[src/rtl/sevenseg_capture.sv]
// rtl/sevenseg_capture.sv - captures a multiplexed seven-segment display scan into a 16-bit frame
//
// Watches the segment and anode lines of a time-multiplexed 4-digit display.
// A digit is accepted once its segment/anode sample has been identical for
// STABLE_CYCLES consecutive samples. After all four digits are captured, the
// frame is published.
//
// Ports:
//   clk          system clock, rising edge
//   reset        synchronous active-high reset
//   segments     segment lines, bit6=a ... bit0=g
//   anode        digit enables, bit i selects digit i (one-hot when valid)
//   value        last complete frame, digit i in bits 4i+3:4i
//   frame_valid  one-cycle pulse when value/blank_mask update
//   blank_mask   bit i set when digit i was blank in the last frame
//   pattern_err  sticky: unknown segment pattern or non-one-hot anode seen
//
// Build option:
//   SEVENSEG_CAPTURE_ACTIVE_LOW_EN  invert segments and anode at the sample
//                                   stage (common-anode displays)

module sevenseg_capture #(
  parameter int STABLE_CYCLES = 4
) (
  input  logic        clk,
  input  logic        reset,
  input  logic [6:0]  segments,
  input  logic [3:0]  anode,
  output logic [15:0] value,
  output logic        frame_valid,
  output logic [3:0]  blank_mask,
  output logic        pattern_err
);

  localparam logic       ST_SETTLE = 1'b0;
  localparam logic       ST_HELD   = 1'b1;
  localparam logic [7:0] STABLE_N  = 8'(STABLE_CYCLES);

  // seg_s/an_s: sample stage; seg_p/an_p: the sample before it
  logic [6:0]  seg_s;
  logic [6:0]  seg_p;
  logic [3:0]  an_s;
  logic [3:0]  an_p;
  logic        state;
  logic [7:0]  cnt;
  logic [15:0] stage_val;
  logic [3:0]  stage_blank;
  logic [3:0]  stage_mask;

  logic        dec_known;
  logic        dec_blank;
  logic [3:0]  dec_nib;
  logic [1:0]  dig_idx;
  logic        an_onehot;
  logic        changed;
  logic [7:0]  reload;
  logic        at_target;
  logic        capture;
  logic        bad;
  logic        frame_full;
  logic [3:0]  mask_base;
  logic [3:0]  cap_bit;

  // Decode the older sample: it is the value the counter has been counting.
  always_comb begin
    dec_known = 1'b1;
    dec_blank = 1'b0;
    dec_nib   = 4'h0;
    case (seg_p)
      7'h7E: dec_nib = 4'h0;
      7'h30: dec_nib = 4'h1;
      7'h6D: dec_nib = 4'h2;
      7'h79: dec_nib = 4'h3;
      7'h33: dec_nib = 4'h4;
      7'h5B: dec_nib = 4'h5;
      7'h5F: dec_nib = 4'h6;
      7'h70: dec_nib = 4'h7;
      7'h7F: dec_nib = 4'h8;
      7'h73: dec_nib = 4'h9;
      7'h77: dec_nib = 4'hA;
      7'h1F: dec_nib = 4'hB;
      7'h4E: dec_nib = 4'hC;
      7'h3D: dec_nib = 4'hD;
      7'h4F: dec_nib = 4'hE;
      7'h47: dec_nib = 4'hF;
      7'h00: dec_blank = 1'b1;
      default: dec_known = 1'b0;
    endcase
  end

  always_comb begin
    an_onehot = 1'b1;
    dig_idx   = 2'd0;
    case (an_p)
      4'b0001: dig_idx = 2'd0;
      4'b0010: dig_idx = 2'd1;
      4'b0100: dig_idx = 2'd2;
      4'b1000: dig_idx = 2'd3;
      default: an_onehot = 1'b0;
    endcase
  end

  assign changed    = (seg_s != seg_p) || (an_s != an_p);
  // A blanked (anode zero) sample never starts a run.
  assign reload     = (an_s == 4'h0) ? 8'd0 : 8'd1;
  assign at_target  = (state == ST_SETTLE) && (cnt == STABLE_N);
  assign capture    = at_target && an_onehot && dec_known;
  assign bad        = at_target && !(an_onehot && dec_known);
  assign frame_full = (stage_mask == 4'hF);
  // A capture on the frame-load edge lands in the freshly cleared mask.
  assign mask_base  = frame_full ? 4'h0 : stage_mask;
  assign cap_bit    = capture ? an_p : 4'h0;

  always_ff @(posedge clk) begin
    if (reset) begin
      seg_s       <= 7'h00;
      seg_p       <= 7'h00;
      an_s        <= 4'h0;
      an_p        <= 4'h0;
      state       <= ST_SETTLE;
      cnt         <= 8'd0;
      stage_val   <= 16'h0000;
      stage_blank <= 4'h0;
      stage_mask  <= 4'h0;
      value       <= 16'h0000;
      blank_mask  <= 4'h0;
      frame_valid <= 1'b0;
      pattern_err <= 1'b0;
    end else begin
`ifdef SEVENSEG_CAPTURE_ACTIVE_LOW_EN
      seg_s <= ~segments;
      an_s  <= ~anode;
`else
      seg_s <= segments;
      an_s  <= anode;
`endif
      seg_p <= seg_s;
      an_p  <= an_s;

      if (state == ST_SETTLE) begin
        // A change on the capture edge keeps us settling on the new value,
        // while the stable digit just counted is still taken.
        if (changed) begin
          cnt <= reload;
        end else if (at_target) begin
          state <= ST_HELD;
        end else if (an_s == 4'h0) begin
          cnt <= 8'd0;
        end else begin
          cnt <= cnt + 8'd1;
        end
      end else if (changed) begin
        state <= ST_SETTLE;
        cnt   <= reload;
      end

      if (bad) begin
        pattern_err <= 1'b1;
      end

      frame_valid <= 1'b0;
      if (frame_full) begin
        value       <= stage_val;
        blank_mask  <= stage_blank;
        frame_valid <= 1'b1;
      end

      if (capture) begin
        stage_val[{dig_idx, 2'b00} +: 4] <= dec_nib;
        stage_blank[dig_idx]             <= dec_blank;
      end
      stage_mask <= mask_base | cap_bit;
    end
  end

endmodule

[config.mk]
export PLATFORM = sky130hd
export DESIGN_NAME = sevenseg_capture
export DESIGN_NICKNAME = d
export VERILOG_FILES = /design/src/rtl/sevenseg_capture.sv
export SDC_FILE = /design/constraint.sdc
export NUM_CORES = 1
export LEC_CHECK = 0
export CAP_MARGIN = 20
export CORE_UTILIZATION = 35
export CTS_CLUSTER_SIZE = 24
export DETAILED_ROUTE_END_ITERATION = 10
export PLACE_DENSITY_LB_ADDON = 0.08
export REMOVE_ABC_BUFFERS = 1
export SLEW_MARGIN = 40
export SYNTH_ARGS = -nofsm -noshare
export SYNTH_HDL_FRONTEND = slang
export SYNTH_SLANG_ARGS = --single-unit
[constraint.sdc]
create_clock -name clk -period 2.3 [get_ports clk]
set_input_delay 0.46 -clock clk [delete_from_list [all_inputs] [get_ports clk]]
set_output_delay 0.46 -clock clk [all_outputs]
set_load 0.05 [all_outputs]
Word-level counts from Yosys, hierarchy flattened. Cells that the tools add are included.

Add/sub/neg operators: 2. $lt $le $gt $ge: 2. Equality and inequality tests: 26. Shift-type cells: 2. Muxes and demuxes: 22. Bitwise operators: 2. Reduce and logical (&&, ||, !) cells: 13.

Operators with widths (number): 7-bit equality test (second input constant) (12); 4-bit case mux with 15 select lines (1); 8-bit 2-to-1 mux (5); 7-bit by 6-bit equality test with 1-bit output (second input constant) (3); 17-bit OR reduction (1); 16-bit bitwise mux (1); 4-bit by 6-bit variable shift with 16-bit output (first input constant) (1); 4-bit by 6-bit indexed part select with 16-bit output (1); 1-bit 2-to-1 mux (10); 8-bit by 1-bit adder with 8-bit output (second input constant) (1); 4-bit equality test (second input constant) (2); 8-bit by 3-bit equality test with 1-bit output (second input constant) (1); 4-bit 2-to-1 mux (2); 7-bit by 5-bit equality test with 1-bit output (second input constant) (1); 7-bit zero test (1); 7-bit inequality test (1); 1-bit logical AND (6); 4-bit negator with 6-bit output (1); 2-bit case mux with 3 select lines (1); 4-bit bitwise mux (1); 4-bit by 1-bit equality test with 1-bit output (second input constant) (1); 4-bit by 2-bit equality test with 1-bit output (second input constant) (1); 4-bit by 3-bit equality test with 1-bit output (second input constant) (1); 4-bit zero test (1); other kinds (12) (12).

Flip-flop bits (word level): 77. Bits of input ports: 13. Output and inout port bits: 22. Word-level logic and storage cells: 82.

Depth between registers and ports, before layout. Gate-level depths: netlist of the first run.

Depth after elaboration: 7. Gate-level depth with buffers: 8. Mapped depth without buffers: 7.

Worst setup path before layout of the first run. No wires, ideal clock.

Path type: reg2reg. Start point: register an_p[3]. End point: register stage_val[10]. Setup time: 72 ps. Arrival time: 1868 ps. Required time: 2228 ps. Slack: 360 ps. Cell stages (with the launch flop): 8. Buffers on the path: 1. Clock period less this slack: 1940 ps. Cell sequence: dfxtp_1 -> buf_2 -> xnor2_1 -> or3_1 -> ha_1 -> nor4_1 -> o21ai_0 -> mux2i_1.

Word-level cells in the longest chain between the ends: 5. Elaborated cells on any way between the ends: 13. Classes of those cells: 1 x add/sub; 4 x eq/ne; 2 x shift; 3 x mux; 3 x reduce/logical.

RTL lines: from (decl) (line 43) `logic [3:0] an_p;`; from (signal assigned) (line 138) `an_p <= an_s;`; 4-bit equality test, or another cell as far along (line 94) `case (an_p)`; 2-bit case mux with 3 select lines or 4-bit OR reduction (tied branches); 4-bit negator with 6-bit output or 1-bit 2-to-1 mux (tied branches) (line 169, 94); 4-bit by 6-bit indexed part select with 16-bit output, or another cell as far along (line 169) `stage_val[{dig_idx, 2'b00} +: 4] <= dec_nib;`; 16-bit bitwise mux or 1-bit logical AND (tied branches) (line 169, 107); to (signal, indexed assignment) (line 169); to (decl) (line 46) `logic [15:0] stage_val;`.

Several ways; a longest one is shown, not always the timed one. A chain may end at the register's enable or synchronous reset.

Worst setup path in the final report of the first run.
Start point: register an_p[1]. End point: register stage_val[14].

Same word-level chain as after synthesis.

==> results.sh, run 1 <==
export IMPL_hold_end="value[13]"
export IMPL_drive_gt1_frac=0.126
export IMPL_hp_class="reg -> reg"
export IMPL_drt_pass1_iter_count=4
export IMPL_port_buffers=34
export IMPL_syn_to_final_growth_pct=18.3
export IMPL_grt_max_degree=47
export IMPL_path_class="reg -> reg"
export IMPL_fp_dieH_um=106
export IMPL_dpl_hpwl_mm=5.49
export IMPL_ys_top_cells_by_area="dfxtp_1, mux2i_1, nand2_1"
export IMPL_total_power_w=0.00265
export IMPL_antenna_found_initial=0
export IMPL_grt_first_pass_wirelength_mm=13.1
export IMPL_yosys_most_used_dff="dfxtp_1"
export IMPL_cts_hold_buf=0
export IMPL_crit_path_end_kind="register"
export IMPL_synth_fa_ha_area_frac=0.0199
export IMPL_num_io_pins=35
export IMPL_skew_ns=0.00688
export IMPL_r2r_end="stage_val[14]"
export IMPL_clk_pin_slew_ns=0.07
export IMPL_period_share=0.926
export IMPL_clock_sinks=77
export IMPL_setup_viol=0
export IMPL_place_gp_congestion=0.869
export IMPL_route_detailed_drc=0
export IMPL_ys_warn_count=0
export IMPL_startpoint_type="register"
export IMPL_synth_seq_cells=77
export IMPL_syn_avg_cell_area_um2=9.18
export IMPL_synth_edf_count=0
export IMPL_rsz0062_at_grt="true"
export IMPL_leakage_nw=1.53
export IMPL_min_from="value[13]"
export IMPL_cp_required_ns=2.58
export IMPL_synth_compound_area_frac=0.146
export IMPL_postCtsSetupRepairBufs=0
export IMPL_synth_cells=411
export IMPL_core_region_area_mm2=0.0104
export IMPL_holdWs_ns=0.453
export IMPL_synth_xor_area_frac=0.0395
export IMPL_cap_viol_max_count=0
export IMPL_start_util=0.364
export IMPL_muxShareOfSynthArea=0.0531
export IMPL_min_delay_path_depth=2
export IMPL_overflow=0
export IMPL_clock_latency_ns=0.35
export IMPL_final_nets=465
export IMPL_synth_top_area_share=0.409
export IMPL_pwr_density_cell_mw_per_mm2=593
export IMPL_syn_area_mm2=0.00377
export IMPL_n_antenna_cell=0
export IMPL_wirelength_mm=7.64
export IMPL_r2r_slack_ns=0.17
export IMPL_drv_slew=0
export IMPL_async_flop_share=0
export IMPL_synth_area_leader_cell="dfxtp_1"
export IMPL_min_period_ns=2.13
export IMPL_synthDistinctLibCells=59
export IMPL_die_w_um=106
export IMPL_dieArea_mm2=0.0112
export IMPL_dr_total_vias=2887
export IMPL_wire_per_inst_um=13.0
export IMPL_fmax_mhz=470
export IMPL_relSlewSlack=0.555
export IMPL_crit_fanout=6
export IMPL_synth_top_family_by_area="simple AND/OR/NAND/NOR gates"
export IMPL_synth_simple_area_share=0.277
export IMPL_cts_max_path_buffers=2
export IMPL_track_usage=0.150
export IMPL_drt_initial_drc_count=85
export IMPL_numCtsBuffers=9
export IMPL_ant_nets=0
export IMPL_tightest_slew_ns=0.668
export IMPL_hold_viol=0
export IMPL_seq_area_frac_synth=0.409
export IMPL_h_tree_depth=3
export IMPL_worstPathArrival_ns=2.41
export IMPL_cts_root_buf="clkbuf_8"
export IMPL_status="complete, no violations"
export IMPL_rr_startpoint="an_p[1]"
export IMPL_ir_drop_v=0.000273
export IMPL_cts_tree="done"
export IMPL_vias_per_cell=4.92
export IMPL_reg2regPathDepth=7
export IMPL_grt_pass1_vias=2730
export IMPL_num_rows=37
-- what timing repair did --
item,4_1_cts,5_1_grt
hold endpoints to repair,0,0
gates resized for setup,0,3
setup endpoints to repair,0,8
-- report_power, final --
group	internal [W]	leakage, nW	switching, W
Clock	0.000589	0.106	0.000483
Sequential	0.00135	0.625	0.0000272
Combinational	0.0000949	0.795	0.000102
-- synth_stat cells, drive strengths merged (3+ instances only) --
cell	instances
dfxtp	77
nand2	49
a21oi	32
nand2b	28
nor2b	25
o21ai	22
mux2i	20
buf	15
xnor2	15
clkbuf	13
inv	10
nand3	10
nand4	8
or3	8
nand3b	7
ha	6
nor4	6
a31oi	5
or4	5
nor2	4
nor3	4
o311ai	4
and2	3
nor3b	3
o31ai	3
or2	3
-- critical path: stages, from the launching register on --
cell	delay (ns)
dfxtp_1	0.45
xnor2_1	0.09
or3_1	0.40
ha_1	0.37
nand2b_1	0.09
nor3_1	0.33
o21ai_0	0.17
mux2i_1	0.15
-- worst max path at each step --
stage / startpoint / to / slack, ns / cells after the start
floorplan: seg_p[3] / stage_blank[1] / 0.30 / 5
global placement: an_p[3] / stage_val[9] / 0.20 / 6
detailed placement: an_p[3] / stage_val[9] / 0.09 / 6
CTS: an_p[3] / stage_val[9] / 0.05 / 6
global route: an_p[1] / stage_val[14] / -0.04 / 7
finish: an_p[1] / stage_val[14] / 0.17 / 7
-- stage by stage --
stage / instances / instance area [um^2] / util / setup TNS, ns / worst slack (ns)
after CTS: 587 / 4450 / 0.429 / 0 / 0.0533
final: 587 / 4460 / 0.430 / 0 / 0.170
after detailed placement: 571 / 4240 / 0.409 / 0 / 0.0912
after floorplan: 383 / 3600 / - / 0 / 0.300
after global placement: 571 / 4240 / 0.409 / 0 / 0.203
after global routing: 587 / 4460 / 0.430 / -0.122 / -0.0421
-- registers in the layout, summed over array words and instances, names as in the netlist --
signal	count
seg_p	7
seg_s	7
stage_val	16
an_s	4
cnt	8
stage_blank	4
value	16
blank_mask	4
state	1
pattern_err	1
an_p	4
frame_valid	1
stage_mask	4
-- routing by layer --
| layer | GRT usage | share of wire |
|---|---|---|
| met1 | 0.193 | 0.49 |
| met2 | 0.239 | 0.46 |
| met3 | 0.0266 | 0.029 |
| met4 | 0.0833 | 0.022 |
| met5 | 0 | 0 |
-- cell type report --
cell class / count / area [um^2]
multi-input combinational: 296 / 2030
clock inverter: 3 / 42.5
clock buffer: 13 / 169
fill: 1057 / 5910
inverter: 10 / 37.5
sequential: 77 / 1540
timing repair buffer: 52 / 470
tap: 136 / 170
-- cell families (layout without fill, tap and decap cells) --
logic type / count (synthesis) / in the layout
flops: 77 / 77
compound gates: 78 / 78
buf+inv: 38 / 78
mux: 20 / 20
simple gates: 175 / 175
xor+xnor: 17 / 17
fa+ha+maj: 6 / 6
-- placed cells by master, fill, tap and decap left out, types with 4 or more instances in the layout --
cell type	instances
buf_4	18
nand3b_1	7
a31oi_1	4
ha_1	6
nor3_1	4
inv_1	10
mux2i_1	20
o21ai_0	17
nor2_1	4
clkbuf_8	12
a21oi_1	32
nand3_1	9
dfxtp_1	76
nand2_1	49
or3_1	7
nor2b_1	25
nand2b_1	28
clkdlybuf4s50_1	33
xnor2_1	15
nand4_1	8
Power figures use the tool's default switching activity.
==> run 2: changes to the inputs <==
--- a/config.mk
+++ b/config.mk
@@ -7,7 +7,7 @@
 export LEC_CHECK = 0
 export CAP_MARGIN = 20
 export CORE_UTILIZATION = 35
-export CTS_CLUSTER_SIZE = 24
+export CTS_CLUSTER_SIZE = 40
 export DETAILED_ROUTE_END_ITERATION = 10
 export PLACE_DENSITY_LB_ADDON = 0.08
 export REMOVE_ABC_BUFFERS = 1
==> results of run 2 <==
Same layout as run 1: the final DEF is identical, and so are final timing and power.
==> run 3: changes to the inputs <==
--- a/config.mk
+++ b/config.mk
@@ -7,6 +7,7 @@
 export LEC_CHECK = 0
 export CAP_MARGIN = 20
 export CORE_UTILIZATION = 35
+export CTS_BUF_LIST = sky130_fd_sc_hd__clkbuf_4
 export CTS_CLUSTER_SIZE = 40
 export DETAILED_ROUTE_END_ITERATION = 10
 export PLACE_DENSITY_LB_ADDON = 0.08
==> results.sh, run 3 (synthesis gave the netlist of run 1 again) <==
export IMPL_post_route_util=0.423
export IMPL_dr_total_vias=2884
export IMPL_ir_drop_v=0.000265
export IMPL_dpl_hpwl_mm=5.49
export IMPL_min_period_ns=2.13
export IMPL_tightest_slew_ns=0.674
export IMPL_port_buffers=34
export IMPL_most_common_layout_cells="dfxtp_1, nand2_1, clkdlybuf4s50_1"
export IMPL_status="complete, no violations"
export IMPL_dieArea_mm2=0.0112
export IMPL_grt_pass1_vias=2746
export IMPL_cp_slowest_cell="dfxtp_1"
export IMPL_clock_sinks=77
export IMPL_setup_ws_ns=0.173
export IMPL_cp_buffers_inverters=0
export IMPL_skew_ns=0.0111
export IMPL_die_w_um=106
export IMPL_final_nets=465
export IMPL_pwr_density_cell_mw_per_mm2=540
export IMPL_wirelength_mm=7.65
export IMPL_cts_tree="done"
export IMPL_overflow=0
export IMPL_final_common_cell="dfxtp_1"
export IMPL_cts_max_path_buffers=2
export IMPL_cp_required_ns=2.68
export IMPL_clk_pin_slew_ns=0.11
export IMPL_track_usage=0.151
export IMPL_place_gp_congestion=0.869
export IMPL_route_detailed_drc=0
export IMPL_grt_max_degree=47
export IMPL_vias_per_cell=4.91
export IMPL_leakage_nw=1.49
export IMPL_core_region_area_mm2=0.0104
export IMPL_worstPathArrival_ns=2.51
export IMPL_wire_per_inst_um=13.0
export IMPL_met2_usage=0.239
export IMPL_drt_pass1_iter_count=4
export IMPL_drt_initial_drc_count=90
export IMPL_crit_chain="xnor2_1 -> or3_1 -> ha_1 -> nor4_2 -> o21ai_0 -> mux2i_1"
export IMPL_hold_viol=0
export IMPL_use_met3=0.0340
export IMPL_period_share=0.925
export IMPL_cts_root_buf="clkbuf_4"
export IMPL_n_antenna_cell=0
export IMPL_path_class="reg -> reg"
export IMPL_ant_nets=0
export IMPL_cpLargestDelayFamily="simple AND/OR/NAND/NOR gates"
export IMPL_antenna_found_initial=0
export IMPL_top_regs="stage_val x16, value x16, cnt x8"
export IMPL_h_tree_depth=3
export IMPL_syn_to_final_growth_pct=16.4
export IMPL_hp_class="in -> reg"
export IMPL_cap_viol_max_count=0
export IMPL_crit_path_end_kind="register"
export IMPL_total_power_w=0.00237
export IMPL_numCtsBuffers=9
export IMPL_num_io_pins=35
export IMPL_busiest_layer="met2"
export IMPL_drv_slew=0
export IMPL_fmax_mhz=470
export IMPL_clock_latency_ns=0.44
export IMPL_use_met1=0.193
export IMPL_grt_first_pass_wirelength_mm=13.2
export IMPL_cpPeakStageDelay_ns=0.46
export IMPL_fp_dieH_um=106
export IMPL_relSlewSlack=0.550
export IMPL_drive_gt1_frac=0.126
export IMPL_setup_viol=0
export IMPL_crit_fanout=6
export IMPL_start_util=0.364
export IMPL_startpoint_type="register"
export IMPL_place_ws_ns=0.0912
export IMPL_num_rows=37
run 3: stage by stage:
| stage | instances | hold slack (ns) | TNS [ns] | instance area [um^2] |
|---|---|---|---|---|
| 6_report | 587 | 0.381 | 0 | 4390 |
| 5_1_grt | 587 | 0.366 | -0.0191 | 4390 |
| 4_1_cts | 587 | 0.354 | 0 | 4370 |
| 3_5_place_dp | 571 | 0.447 | 0 | 4240 |
| 3_3_place_gp | 571 | 0.443 | 0 | 4240 |
| 2_1_floorplan | 383 | 0.426 | 0 | 3600 |
run 3: layout make-up:
cell class / instances / area (um^2)
clock inverters: 6 / 53.8
flip-flops and latches: 77 / 1540
well taps: 136 / 170
clock buffers: 10 / 75.1
inverters: 10 / 37.5
repair buffers: 52 / 470
fillers: 1069 / 5980
multi-input cells: 296 / 2040
run 3: power by group:
group | leakage (nW) | switching [W] | total, W | internal, W
Combinational | 0.795 | 0.000105 | 0.000200 | 0.0000955
Clock | 0.0689 | 0.000460 | 0.000791 | 0.000331
Sequential | 0.625 | 0.0000271 | 0.00138 | 0.00135
run 3: final timing paths:
check                           startpoint      endpoint  slack (ns)  cells past startpoint
worst min register to register   value[13]     value[13]        0.46                      2
worst min-delay path                 reset     value[10]        0.38                      2
worst max-delay path               an_p[1]  stage_val[9]        0.17                      6
worst max register to register     an_p[1]  stage_val[9]        0.17                      6
run 3: per-layer routing:
metal  vias up  share of wire  wire length [um]
li1       1501              -                 -
met1      1328           0.49              3770
met2        39           0.46              3490
met3        16          0.024               185
met4         0          0.027               209
met5         -              0                 0
run 3: timing repair:
action,CTS,global route
resized for setup,0,5
endpoints found under the setup margin,0,8
hold buffers,0,0
setup buffers,0,0
